==> src/rtl/store_pkg.sv <==
// ============================================================================
// Module  : store_pkg
// Brief   : Shared store encodings, FSM states and big-endian lane constants.
// Rev     : 1.0  initial release
// ============================================================================
`default_nettype none

package store_pkg;

  typedef enum logic [1:0] {
    SZ_BYTE = 2'b00,
    SZ_HALF = 2'b01,
    SZ_WORD = 2'b10,
    SZ_RSVD = 2'b11
  } st_size_e;

  typedef enum logic [1:0] {
    ST_IDLE  = 2'b00,
    ST_BUSY  = 2'b01,
    ST_DONE  = 2'b10,
    ST_FAULT = 2'b11
  } state_e;

  // Big-endian: byte offset 0 lives in bits 31:24, i.e. be[3].
  localparam logic [3:0] c_BE_BYTE_OFF0 = 4'b1000;
  localparam logic [3:0] c_BE_HALF_OFF0 = 4'b1100;
  localparam logic [3:0] c_BE_HALF_OFF2 = 4'b0011;
  localparam logic [3:0] c_BE_WORD      = 4'b1111;

  function automatic logic is_misaligned(input st_size_e size, input logic [1:0] offset);
    logic r;
    r = 1'b0;
    case (size)
      SZ_HALF: r = offset[0];
      SZ_WORD: r = |offset;
      default: r = 1'b0;
    endcase
    return r;
  endfunction

endpackage

`default_nettype wire

==> src/rtl/store_lane_mux.sv <==
// ============================================================================
// Module  : store_lane_mux
// Brief   : Narrows store data, replicates it across lanes and builds byte
//           enables. STORE_MISALIGN_TRAP_EN makes misaligned stores reject.
// Rev     : 1.0  initial release
// ============================================================================
`default_nettype none

module store_lane_mux
  import store_pkg::*;
(
  input  logic [1:0]  i_size,
  input  logic [1:0]  i_offset,
  input  logic [31:0] i_data,
  output logic [31:0] o_wdata,
  output logic [3:0]  o_be,
  output logic        o_reject
);

  st_size_e w_size;

  assign w_size = st_size_e'(i_size);

  // Enables ignore the sub-alignment bits, so misaligned requests fall
  // naturally onto their aligned lanes when they are not trapped.
  always_comb begin
    o_wdata = i_data;
    o_be    = c_BE_WORD;
    case (w_size)
      SZ_BYTE: begin
        o_wdata = {4{i_data[7:0]}};
        o_be    = c_BE_BYTE_OFF0 >> i_offset;
      end
      SZ_HALF: begin
        o_wdata = {2{i_data[15:0]}};
        o_be    = i_offset[1] ? c_BE_HALF_OFF2 : c_BE_HALF_OFF0;
      end
      default: begin
        o_wdata = i_data;
        o_be    = c_BE_WORD;
      end
    endcase
  end

`ifdef STORE_MISALIGN_TRAP_EN
  assign o_reject = (w_size == SZ_RSVD) | is_misaligned(w_size, i_offset);
`else
  assign o_reject = (w_size == SZ_RSVD);
`endif

endmodule

`default_nettype wire

==> src/rtl/store_narrow_unit.sv <==
// ============================================================================
// Module  : store_narrow_unit
// Brief   : Store FSM issuing one narrowed, lane-replicated memory write with
//           ack timeout. Optional misalign trap: STORE_MISALIGN_TRAP_EN.
// Rev     : 1.0  initial release
// ============================================================================
`default_nettype none

module store_narrow_unit
  import store_pkg::*;
#(
  parameter int TIMEOUT_CYC = 16,
  parameter int ADDR_W      = 32
) (
  input  logic              clk,
  input  logic              rst_n,
  input  logic              st_valid,
  input  logic [1:0]        st_size,
  input  logic [ADDR_W-1:0] st_addr,
  input  logic [31:0]       st_data,
  output logic              st_ready,
  output logic              st_done,
  output logic              st_fault,
  output logic              mem_req,
  output logic [ADDR_W-1:0] mem_addr,
  output logic [31:0]       mem_wdata,
  output logic [3:0]        mem_be,
  input  logic              mem_ack
);

  localparam int CNT_W = (TIMEOUT_CYC > 1) ? $clog2(TIMEOUT_CYC) : 1;
  localparam logic [CNT_W-1:0] c_CNT_LAST = CNT_W'(TIMEOUT_CYC - 1);

  state_e            r_state;
  state_e            w_state_next;
  logic [CNT_W-1:0]  r_cnt;
  logic [ADDR_W-1:0] r_mem_addr;
  logic [31:0]       r_mem_wdata;
  logic [3:0]        r_mem_be;
  logic [31:0]       w_wdata;
  logic [3:0]        w_be;
  logic              w_reject;
  logic              w_accept;

  store_lane_mux u_lane_mux (
    .i_size   (st_size),
    .i_offset (st_addr[1:0]),
    .i_data   (st_data),
    .o_wdata  (w_wdata),
    .o_be     (w_be),
    .o_reject (w_reject)
  );

  assign w_accept = st_valid & (r_state == ST_IDLE) & ~w_reject;

  always_ff @(posedge clk or negedge rst_n) begin
    if (!rst_n) begin
      r_state <= ST_IDLE;
    end else begin
      r_state <= w_state_next;
    end
  end

  // Ack is checked before expiry so a last-cycle ack still completes.
  always_comb begin
    w_state_next = r_state;
    st_ready     = 1'b0;
    st_done      = 1'b0;
    st_fault     = 1'b0;
    mem_req      = 1'b0;
    case (r_state)
      ST_IDLE: begin
        st_ready = 1'b1;
        if (st_valid) begin
          w_state_next = w_reject ? ST_FAULT : ST_BUSY;
        end
      end
      ST_BUSY: begin
        mem_req = 1'b1;
        if (mem_ack) begin
          w_state_next = ST_DONE;
        end else if (r_cnt == c_CNT_LAST) begin
          w_state_next = ST_FAULT;
        end
      end
      ST_DONE: begin
        st_done      = 1'b1;
        w_state_next = ST_IDLE;
      end
      ST_FAULT: begin
        st_fault     = 1'b1;
        w_state_next = ST_IDLE;
      end
      default: begin
        w_state_next = ST_IDLE;
      end
    endcase
  end

  // Counts cycles already spent in BUSY; zero on the first mem_req cycle.
  always_ff @(posedge clk or negedge rst_n) begin
    if (!rst_n) begin
      r_cnt <= '0;
    end else if (r_state == ST_BUSY) begin
      r_cnt <= r_cnt + CNT_W'(1);
    end else begin
      r_cnt <= '0;
    end
  end

  always_ff @(posedge clk or negedge rst_n) begin
    if (!rst_n) begin
      r_mem_addr  <= '0;
      r_mem_wdata <= '0;
      r_mem_be    <= '0;
    end else if (w_accept) begin
      r_mem_addr  <= {st_addr[ADDR_W-1:2], 2'b00};
      r_mem_wdata <= w_wdata;
      r_mem_be    <= w_be;
    end
  end

  assign mem_addr  = r_mem_addr;
  assign mem_wdata = r_mem_wdata;
  assign mem_be    = r_mem_be;

endmodule

`default_nettype wire

==> config.mk <==
export PLATFORM = sky130hd
export DESIGN_NAME = store_narrow_unit
export DESIGN_NICKNAME = d
export VERILOG_FILES = /design/src/rtl/store_pkg.sv /design/src/rtl/store_lane_mux.sv /design/src/rtl/store_narrow_unit.sv
export SDC_FILE = /design/constraint.sdc
export NUM_CORES = 1
export LEC_CHECK = 0
export ABC_AREA = 1
export CAP_MARGIN = 20
export CORE_MARGIN = 1
export CORE_UTILIZATION = 60
export CTS_BUF_LIST = sky130_fd_sc_hd__clkbuf_16
export DETAILED_ROUTE_END_ITERATION = 12
export DONT_BUFFER_PORTS = 1
export GPL_TIMING_DRIVEN = 0
export HOLD_SLACK_MARGIN = 0.12
export PLACE_DENSITY = 0.76
export SYNTH_ARGS = -nofsm -noshare
export SYNTH_HDL_FRONTEND = slang
export SYNTH_SLANG_ARGS = --single-unit
==> constraint.sdc <==
create_clock -name clk -period 1.5 [get_ports clk]
set_input_delay 0.3 -clock clk [delete_from_list [all_inputs] [get_ports clk]]
set_output_delay 0.3 -clock clk [all_outputs]
set_load 0.01 [all_outputs]
-- Word-level counts from Yosys, hierarchy flattened
Cells that the tools add are included.
Widths: inputs -> output; s select.
- add/subtract/negate cells: 1
- equal/unequal tests: 8
- shifts and indexed selects: 1
- muxes and demuxes: 13
- bitwise gates (word level): 3
- reduce and logical (&&, ||, !) cells: 4
- operator list (operator ; count):
    $pmux 32 s2 ; 1
    $mux 2 ; 4
    $mux 4 ; 2
    $pmux 4 s2 ; 1
    $eq 2x2->1 const B ; 3
    $pmux 2 s3 ; 1
    $add 4x1->4 const B ; 1
    $eq 2x1->1 const B ; 2
    $eq 4x4->1 const B ; 1
    $logic_not 2->1 ; 2
    $mux 1 ; 4
    $shr 4x2->4 const A ; 1
    $ne 3x3->1 const B ; 1
    $and 1x1->1 ; 2
    $ne 2x2->1 const B ; 1
    $reduce_and 2->1 ; 1
    $reduce_or 2->1 ; 1
    $not 1->1 ; 1
- register bits after elaboration: 72
- bits of input ports: 70
- output and inout bits: 72

-- Longest topological paths before layout
Gate-level depths: netlist of run 1.
- depth after elaboration: 4
- gate-level depth with buffers: 7
- depth with buffers taken out: 5

-- By module
A second synthesis of run 1 with hierarchy kept.
- cells, all modules: 429
- area total of the unflattened synthesis: 3398.3 µm²
- modules (own cells, without submodules) (module ; times used ; cells each ; area an instance (µm²)):
    store_narrow_unit ; 1 ; 329 ; 2930.3
    store_lane_mux ; 1 ; 100 ; 467.9

-- Least setup slack after synthesis of run 1
OpenSTA, ideal clock, no wires.
- path kind: reg2reg
- start point: register r_state[0]
- end point: register r_mem_be[0], in the netlist mem_be[0]
- library setup time: 0.117 ns
- arrival: 1.126 ns
- data required time: 1.383 ns
- slack: 0.258 ns
- stages on the path, launching flop included: 7
- buffers on the path: 2
- cell sequence: dfrtp_1 > nor2_4 > nand3_2 > buf_4 > buf_2 > nand2_1 > nand2_1
- word-level cells in the longest chain between the ends: 3
- ends and longest elaborated chain (item ; RTL line ; RTL):
    from (decl) ; store_narrow_unit.sv:34 ; state_e r_state;
    from (signal assigned) ; store_narrow_unit.sv:60 ; r_state <= w_state_next;
    $logic_not 2->1 ; store_narrow_unit.sv:54 ; assign w_accept = st_valid & (r_state == ST_IDLE) & ~w_reject;
    $and 1x1->1 (2 in a row) ; store_narrow_unit.sv:54 ;
    to (signal assigned) ; store_narrow_unit.sv:119 ; r_mem_be <= w_be;
    to (decl) ; store_narrow_unit.sv:39 ; logic [3:0] r_mem_be;
Every way passes these cells.
A chain may end at the register's enable or synchronous reset.

-- Worst setup path after layout of run 1
- start point: register r_state[1]
- end point: register r_mem_addr[30], in the netlist mem_addr[30]
- word-level cells in the longest chain between the ends: 3
- ends and longest elaborated chain (item ; RTL line ; RTL):
    $logic_not 2->1 ; store_narrow_unit.sv:54 ;
    $and 1x1->1 (2 in a row) ; store_narrow_unit.sv:54 ;
    to (signal assigned) ; store_narrow_unit.sv:117 ; r_mem_addr <= {st_addr[ADDR_W-1:2], 2'b00};
    to (decl) ; store_narrow_unit.sv:37 ; logic [ADDR_W-1:0] r_mem_addr;
Every way passes these cells.

==> flow_summary.json, run 1 <==
{
  "outcome": "complete, but fails checks",
  "failed_checks": "hold timing",
  "cp.required_ps": 1710,
  "cts_htree_levels": 3,
  "cts_hold_buffers": 37,
  "cp-end-kind": "flip-flop",
  "crit_path_end": "mem_addr[30]$_DFFE_PN0P_",
  "synth_warnings": 0,
  "hp-class": "in2async",
  "num_vias": 2752,
  "wl_um": 8070,
  "cts_tree": "yes",
  "maxCapViolCount": 0,
  "firstDrtPassIters": 5,
  "rows": 26,
  "multi_input_area_mm2": 0.00118,
  "grt-ovfl-total": 0,
  "drcViolationCount": 0,
  "regArea_mm2": 0.00180,
  "cpMostUsedCell": "nand2_1",
  "fin_nets": 520,
  "first_iter_violations": 238,
  "die_h_um": 74.9,
  "ys_ff_latch": 72,
  "whs_ps": -336,
  "coreArea_mm2": 0.00511,
  "grt_antenna_before_repair": 0,
  "critPathTopFamily": "simple AND/OR/NAND/NOR gates",
  "dieWidth_um": 74.9,
  "drive_above_1_share_pct": 7.93,
  "cts_made_buffers": 9,
  "worstPathCellList": "nor2_4, nand3_4, buf_6, clkbuf_4, nand2_1, nand2_1",
  "clock_skew_ps": 5.43,
  "p_sw_share_pct": 37.5,
  "setup_ws_ps": 105,
  "clock_sinks": 72,
  "synth_area_mm2": 0.00319,
  "cp-startpoint": "r_state[1]$_DFFE_PN0P_",
  "final_cell_mix": "221 x nand2_1, 71 x dfrtp_1, 37 x dlygate4sd3_1",
  "design.die.area_mm2": 0.00561,
  "fin_cells": 524,
  "fillers": 365,
  "drv_slew": 0,
  "cp-start-kind": "flip-flop",
  "worst-path-buf-inv": 2,
  "crit_fanout": 10,
  "rr_worst_depth": 6,
  "reg2reg_setup_slack_ps": 100,
  "dp.final_hpwl_um": 5290,
  "cpMaxStageDelayCell": "dfrtp_2",
  "synthToLayoutAreaGrowth_pct": 24.1,
  "cts_root_buffer": "clkbuf_16",
  "comb_power_share_pct": 22.6,
  "final_common_cell": "nand2_1",
  "fmax_ghz": 0.717,
  "dp_worst_setup_slack_ps": 88.9,
  "hold_violations": 72,
  "r2r-start": "r_state[1]$_DFFE_PN0P_",
  "synth_cell_types": 19,
  "num_antenna_cells": 0,
  "path_depth": 6,
  "seq_area_frac_synth_pct": 56.5,
  "track_usage_pct": 29.5,
  "ir_drop_mv": 1.11,
  "power.switching_w": 0.00287,
  "post_drt_wl_per_cell_um": 15.4,
  "grt_pass1_wl_um": 11800,
  "rsz0062_at_grt": "no",
  "io_buffer_count": 0,
  "clock_latency_ps": 330,
  "viasPerCell": 5.25,
  "grt_max_degree": 73,
  "internal-power_w": 0.00479,
  "power_density_mw_per_mm2": 1940,
  "place_congestion": 0.838,
  "slowest_delay_ps": 440,
  "setup_viol": 0,
  "avgSynthCellArea_um2": 7.98,
  "first_global_vias": 2521,
  "path_clk_slew_ps": 60,
  "detail-route-antenna-nets": 0,
  "ios": 142,
  "cts_buffer_depth": 2,
  "reg2reg_to": "mem_addr[30]$_DFFE_PN0P_",
  "p_leak_nw": 2.14,
  "setup_tns_ps": 0,
  "period_needed_ps": 1400,
  "crit_type": "reg2reg",
  "clkPwrFrac_pct": 26.8,
  "post_cts_buffers": 0,
  "start_util_pct": 62.5,
  "dp.cells": 471,
  "syn_inst": 400,
  "p_seq_share_pct": 50.7,
  "fin_crit_sh_pct": 93.0,
  "critPathArrivalTime_ps": 1600
}
[how the worst min path moves through the flow]
stage	startpoint	slack [ps]	to
floorplan	rst_n	4	mem_addr[10]$_DFFE_PN0P_
finish	rst_n	-340	mem_wdata[20]$_DFFE_PN0P_
global route	rst_n	-350	mem_wdata[19]$_DFFE_PN0P_
global placement	rst_n	6	mem_wdata[17]$_DFFE_PN0P_
CTS	rst_n	-340	mem_addr[25]$_DFFE_PN0P_
detailed placement	rst_n	6	mem_wdata[18]$_DFFE_PN0P_
[area by class of cell]
cell class,instances,share of cell area (%)
tap,70,2.21
timing repair buffer,37,9.36
inverter,20,1.90
buffer,22,3.82
sequential,72,45.5
multi-input combinational,287,29.9
clock buffer,9,5.69
clock inverter,7,1.61
[flip-flops by register name (all words and copies together), names as in the netlist]
signal	flops
mem_addr	30
r_cnt	4
r_state	2
mem_wdata	32
mem_be	4
[worst register-to-register path, stage by stage (launching register included)]
cell and delay, ps:
dfrtp_2 440, nor2_4 210, nand3_4 120, buf_6 170, clkbuf_4 180, nand2_1 90
nand2_1 70
[stage by stage]
| stage | power (W) | hold slack, ps | util [%] | cell area (um2) |
|---|---|---|---|---|
| global placement | 0.00539 | 5.68 | 64.3 | 3280 |
| CTS | 0.00765 | -343 | 77.2 | 3940 |
| global route | 0.00819 | -351 | 77.5 | 3960 |
| finish | 0.00766 | -336 | 77.5 | 3960 |
| detailed placement | 0.00549 | 6.01 | 64.3 | 3280 |
| floorplan | 0.00500 | 4.41 | - | 3190 |
[power by group through the flow]
stage | clock, W | sequential, W | combinational (W)
4_1_cts | 0.00208 | 0.00388 | 0.00169
5_1_grt | 0.00217 | 0.00400 | 0.00201
6_report | 0.00205 | 0.00388 | 0.00173
2_1_floorplan | 0 | 0.00370 | 0.00130
3_3_place_gp | 0 | 0.00387 | 0.00152
3_5_place_dp | 0 | 0.00389 | 0.00160
[metal layers]
metal,routed length [um],global-route usage [%]
met5,0,0
met4,138,12.8
met3,831,10.4
met2,3920,48.2
met1,3180,35.5
[synthesized netlist by cell type]
cell type  instances  area (um2)
conb_1             1        3.75
inv_2              1        3.75
a21oi_1            6        30.0
xnor2_1            1        8.76
nand3_1           19        95.1
clkinv_1           1        3.75
nor2_4             1        11.3
nand3_2            1        10.0
o21a_1             2        15.0
ha_1               1        12.5
buf_2              8        40.0
clkbuf_1           5        18.8
nor2_1            10        37.5
o21ai_0           23         115
inv_1             18        67.6
buf_6              5        56.3
buf_4              4        30.0
dfrtp_1           72        1800
nand2_1          221         830
[timing repair]
| action | CTS | global route |
|---|---|---|
| resized for setup | 0 | 5 |
| endpoints found under the hold margin | 108 | 72 |
| setup endpoints to repair | 0 | 27 |
[logic make-up (layout without fill, tap and decap cells)]
group,Yosys count,in the layout,synth area share (%)
other cells,1,2,0.118
buf+inv,42,95,6.90
flops,72,72,56.5
simple gates,252,252,30.8
fa+ha+maj,1,1,0.392
xor+xnor,1,1,0.275
compound gates,31,31,5.02
(Power assumes the default switching activity.)
==> run 2: changes to the inputs <==
--- a/config.mk
+++ b/config.mk
@@ -8,13 +8,13 @@
 export ABC_AREA = 1
 export CAP_MARGIN = 20
 export CORE_MARGIN = 1
-export CORE_UTILIZATION = 60
+export CORE_UTILIZATION = 40
 export CTS_BUF_LIST = sky130_fd_sc_hd__clkbuf_16
 export DETAILED_ROUTE_END_ITERATION = 12
 export DONT_BUFFER_PORTS = 1
 export GPL_TIMING_DRIVEN = 0
 export HOLD_SLACK_MARGIN = 0.12
-export PLACE_DENSITY = 0.76
+export SKIP_CTS_REPAIR_TIMING = 1
 export SYNTH_ARGS = -nofsm -noshare
 export SYNTH_HDL_FRONTEND = slang
 export SYNTH_SLANG_ARGS = --single-unit
==> run 2 against run 1 <==
Compared with the run above: the run still ends with hold timing left; core utilization down 25 points; global-route usage down 8.8 points; clock power up 11%; cell count is 5.9% higher; sequential cell count unchanged; critical endpoint is now mem_wdata[23]$_DFFE_PN0P_; largest power group unchanged.
==> flow_summary.json, run 2 (same netlist as run 1, synthesis figures left out) <==
{
  "fmax_ghz": 0.715,
  "setup_ws_ps": 101,
  "cts_htree_levels": 3,
  "largest_reg_flops": 32,
  "hold_violations": 72,
  "cts_root_buffer": "clkbuf_16",
  "failed_checks": "hold timing",
  "clock_sinks": 72,
  "clock_latency_ps": 330,
  "postLayoutCoreUtil_pct": 52.1,
  "fin_nets": 519,
  "place_congestion": 0.742,
  "cp-startpoint": "r_state[1]$_DFFE_PN0P_",
  "slew_headroom_pct": 58.1,
  "design.die.area_mm2": 0.00834,
  "cts_buffer_depth": 2,
  "maxCapViolCount": 0,
  "fin_crit_sh_pct": 93.3,
  "p_leak_nw": 2.15,
  "drv_slew": 0,
  "hp-class": "in2async",
  "critPathArrivalTime_ps": 1590,
  "cp-end-kind": "flip-flop",
  "detail-route-antenna-nets": 0,
  "setup_tns_ps": 0,
  "fillers": 717,
  "crit_fanout": 10,
  "crit_type": "reg2reg",
  "worstPathCellList": "nor2_4, nand3_4, clkbuf_1, nand2_1, o21ai_0",
  "drive_above_1_share_pct": 8.39,
  "first_global_vias": 2520,
  "grt_pass1_wl_um": 13100,
  "slowest_delay_ps": 440,
  "final_common_cell": "nand2_1",
  "viasPerCell": 4.89,
  "drcViolationCount": 0,
  "tightest_slew_ps": 626,
  "setup_viol": 0,
  "num_vias": 2715,
  "whs_ps": -334,
  "outcome": "complete, but fails checks",
  "cp-start-kind": "flip-flop",
  "cp.required_ps": 1690,
  "die_h_um": 91.3,
  "grt_antenna_before_repair": 0,
  "grt-ovfl-total": 0,
  "reg2reg_setup_slack_ps": 100,
  "dp.final_hpwl_um": 5950,
  "rows": 32,
  "cts_made_buffers": 9,
  "io_buffer_count": 0,
  "first_iter_violations": 89,
  "power_density_mw_per_mm2": 1960,
  "cpMaxStageDelayCell": "dfrtp_2",
  "track_usage_pct": 20.7,
  "grt_max_degree": 73,
  "clock_skew_ps": 7.17,
  "ios": 142,
  "coreArea_mm2": 0.00773,
  "ir_drop_mv": 0.783,
  "num_antenna_cells": 0,
  "wl_um": 8750,
  "cts_tree": "yes",
  "period_needed_ps": 1400,
  "firstDrtPassIters": 4,
  "post_drt_wl_per_cell_um": 15.8,
  "start_util_pct": 41.3,
  "dieWidth_um": 91.3,
  "dp_worst_setup_slack_ps": 62.4,
  "path_clk_slew_ps": 60,
  "synthToLayoutAreaGrowth_pct": 26.1,
  "final_cell_mix": "221 x nand2_1, 71 x dfrtp_1, 36 x dlygate4sd3_1",
  "r2r-start": "r_state[1]$_DFFE_PN0P_"
}
==> run 2: cell count changes in the layout (fill, tap and decap cells not counted) <==
cell / before / now
clkinvlp_4: 1 / 2
clkinv_1: 2 / 1
dlygate4sd3_1: 37 / 36
inv_6: 0 / 1
clkbuf_1: 5 / 4
clkinv_2: 2 / 0
bufinv_16: 1 / 2
clkbuf_2: 0 / 1
==> run 2: through the flow <==
| step | cell area, um2 | total power, W | instances | hold slack (ps) |
|---|---|---|---|---|
| 2_1_floorplan | 3190 | 0.00500 | 401 | 4.41 |
| 3_3_place_gp | 3320 | 0.00547 | 503 | 5.93 |
| 3_5_place_dp | 3320 | 0.00554 | 503 | 5.50 |
| 4_1_cts | 3640 | 0.00787 | 519 | -349 |
| 5_1_grt | 4020 | 0.00843 | 555 | -353 |
| 6_report | 4020 | 0.00789 | 555 | -334 |
==> run 2: cell type report <==
class,count,area [um2],share of cell area (%)
repair buffers,36,360,8.96
clock buffers,9,225,5.60
clock inverters,7,96.3,2.40
flip-flops and latches,72,1800,44.8
well taps,102,128,3.17
inverters,20,75.1,1.87
plain buffers,22,153,3.79
multi-input cells,287,1180,29.4
==> run 2: where the power goes <==
part,leakage [nW],total [W],switching (W),internal (W)
Sequential,0.901,0.00388,0.00105,0.00282
Clock,0.153,0.00228,0.000819,0.00146
Combinational,1.09,0.00173,0.00104,0.000691
Total,2.15,0.00789,0.00291,0.00497
==> run 2: path summary, 6_finish.rpt <==
kind,end,depth (start not counted)
max,mem_wdata[23]$_DFFE_PN0P_,5
min,mem_addr[9]$_DFFE_PN0P_,0
max reg2reg,mem_wdata[23]$_DFFE_PN0P_,5
min reg2reg,r_cnt[0]$_DFF_PN0_,1
max in group asynchronous,r_state[1]$_DFFE_PN0P_,0
min in group clk,mem_wdata[3]$_DFFE_PN0P_,2
==> run 2: critical path, delay by kind of cell, from the launching register on <==
kind	cells	cell delay, ps
and+or+nand+nor	3	450
buffers and inverters	1	280
DFF	1	440
AOI/OAI and AO/OA	1	90
==> run 2: metal layers <==
metal	track usage, %	wire length, um	vias to the layer above
met3	6.78	764	11
met2	33.0	4080	112
met1	26.4	3770	1273
met5	0	0	-
li1	-	-	1319
met4	7.54	130	0
==> run 3: changes to the inputs <==
--- a/config.mk
+++ b/config.mk
@@ -7,6 +7,8 @@
 export LEC_CHECK = 0
 export ABC_AREA = 1
 export CAP_MARGIN = 20
+export CELL_PAD_IN_SITES_DETAIL_PLACEMENT = 1
+export CELL_PAD_IN_SITES_GLOBAL_PLACEMENT = 1
 export CORE_MARGIN = 1
 export CORE_UTILIZATION = 40
 export CTS_BUF_LIST = sky130_fd_sc_hd__clkbuf_16
@@ -14,6 +16,7 @@
 export DONT_BUFFER_PORTS = 1
 export GPL_TIMING_DRIVEN = 0
 export HOLD_SLACK_MARGIN = 0.12
+export PLACE_DENSITY_LB_ADDON = 0.1
 export SKIP_CTS_REPAIR_TIMING = 1
 export SYNTH_ARGS = -nofsm -noshare
 export SYNTH_HDL_FRONTEND = slang
==> run 3 against run 2 <==
Compared with the run above: power fell by 2.1%; global-route usage rose by 2.0 points; setup slack got worse by 15 ps; largest cell class unchanged; the run still ends with hold timing left; sequential cell count did not move; routed wire length rose by 5.9%; maximum frequency fell by 1.1%; via count rose by 1.6%; design area fell by 0.59%; hold slack got worse by 6.9 ps.
==> flow_summary.json, run 3 (same netlist as run 1, synthesis figures left out) <==
{
  "num_antenna_cells": 0,
  "p_seq_share_pct": 50.5,
  "tightest_slew_ps": 626,
  "maxCapViolCount": 0,
  "place_congestion": 0.780,
  "first_iter_violations": 103,
  "post_drt_wl_per_cell_um": 16.7,
  "setup_viol": 0,
  "cts_buffer_depth": 2,
  "hold_violations": 72,
  "coreArea_mm2": 0.00773,
  "dp.final_hpwl_um": 6300,
  "clkPwrFrac_pct": 26.9,
  "ir_drop_mv": 0.703,
  "fillers": 921,
  "drcViolationCount": 0,
  "design.die.area_mm2": 0.00834,
  "worstPathCellList": "nor2_4, nand3_4, buf_6, buf_2, nand2_1, nand2_1",
  "cp-end-kind": "flip-flop",
  "critPathArrivalTime_ps": 1630,
  "dp.cells": 503,
  "rows": 32,
  "drive_above_1_share_pct": 8.39,
  "clock_latency_ps": 330,
  "track_usage_pct": 22.7,
  "crit_type": "reg2reg",
  "failed_checks": "hold timing",
  "grt_antenna_before_repair": 0,
  "dieWidth_um": 91.3,
  "wl_um": 9270,
  "grt_max_degree": 73,
  "fin_crit_sh_pct": 94.3,
  "num_vias": 2759,
  "fin_cells": 555,
  "outcome": "complete, but fails checks",
  "cts_root_buffer": "clkbuf_16",
  "detail-route-antenna-nets": 0,
  "power_density_mw_per_mm2": 1930,
  "grt-ovfl-total": 0,
  "setup_tns_ps": 0,
  "synthToLayoutAreaGrowth_pct": 25.3,
  "cpMostUsedCell": "nand2_1",
  "cts_tree": "yes",
  "largest_reg_flops": 32,
  "rsz0062_at_grt": "no",
  "whs_ps": -341,
  "ios": 142,
  "postLayoutCoreUtil_pct": 51.7,
  "crit_fanout": 10,
  "cts_made_buffers": 9,
  "p_leak_nw": 2.14,
  "firstDrtPassIters": 4,
  "hp-class": "in2async",
  "clock_skew_ps": 5.15,
  "clock_sinks": 72,
  "power.switching_w": 0.00293,
  "final_cell_mix": "221 x nand2_1, 71 x dfrtp_1, 37 x dlygate4sd3_1",
  "period_needed_ps": 1410,
  "first_global_vias": 2784,
  "cp-start-kind": "flip-flop",
  "start_util_pct": 41.3,
  "viasPerCell": 4.97,
  "slowest_delay_ps": 440,
  "slew_headroom_pct": 58.1,
  "fin_nets": 520,
  "drv_slew": 0,
  "rr_worst_depth": 6,
  "io_buffer_count": 0,
  "internal-power_w": 0.00479,
  "cts_htree_levels": 3,
  "cpMaxStageDelayCell": "dfrtp_2",
  "grt_pass1_wl_um": 14400,
  "cp.required_ps": 1710,
  "die_h_um": 91.3,
  "p_sw_share_pct": 37.9,
  "comb_power_share_pct": 22.6,
  "fmax_ghz": 0.707,
  "path_clk_slew_ps": 60,
  "final_common_cell": "nand2_1"
}
==> run 3: per-stage QoR <==
| step | area, um2 | hold WS (ps) | power [W] | setup WS [ps] |
|---|---|---|---|---|
| floorplan | 3190 | 4.41 | 0.00500 | 258 |
| global placement | 3320 | 6.08 | 0.00547 | 57.4 |
| detailed placement | 3320 | 5.89 | 0.00558 | 4.91 |
| CTS | 3610 | -348 | 0.00770 | -1.87 |
| global route | 4000 | -353 | 0.00829 | 0.317 |
| finish | 4000 | -341 | 0.00772 | 85.7 |
==> run 3: metal layers <==
metal	share of wire, %	GRT usage [%]	vias up
met2	48	36.8	100
li1	-	-	1318
met5	0	0	-
met1	42	27.7	1334
met3	8.3	8.71	7
met4	1.3	7.94	0
==> run 3: power groups by stage <==
stage	combinational (W)	clock [W]	sequential, W
2_1_floorplan	0.00130	0	0.00370
3_3_place_gp	0.00156	0	0.00391
3_5_place_dp	0.00166	0	0.00393
4_1_cts	0.00167	0.00213	0.00391
5_1_grt	0.00208	0.00221	0.00401
6_report	0.00175	0.00208	0.00390
==> run 3: cell type report <==
type	instances	area, um2	area share (%)
flip-flops and latches	72	1800	45.1
multi-input cells	287	1180	29.6
repair buffers	37	370	9.26
clock buffers	9	225	5.63
plain buffers	22	154	3.85
well taps	102	128	3.19
inverters	20	75.1	1.88
clock inverters	6	61.3	1.53
==> run 3: final timing paths <==
| kind | from | slack, ps | endpoint |
|---|---|---|---|
| setup / recovery | r_state[1]$_DFFE_PN0P_ | 90 | mem_addr[30]$_DFFE_PN0P_ |
| hold / removal | rst_n | -340 | mem_wdata[3]$_DFFE_PN0P_ |
| setup reg to reg | r_state[1]$_DFFE_PN0P_ | 90 | mem_addr[30]$_DFFE_PN0P_ |
| hold reg to reg | r_cnt[0]$_DFF_PN0_ | 460 | r_cnt[0]$_DFF_PN0_ |
| max in group asynchronous | rst_n | 1720 | r_state[1]$_DFFE_PN0P_ |
| min in group clk | st_valid | 110 | r_state[0]$_DFFE_PN0P_ |
==> run 3: critical path: cells and delay by family (launching register included) <==
kind | cells | cell delay (ps)
AND/OR/NAND/NOR | 4 | 490
flip-flops | 1 | 440
buffers and inverters | 2 | 360
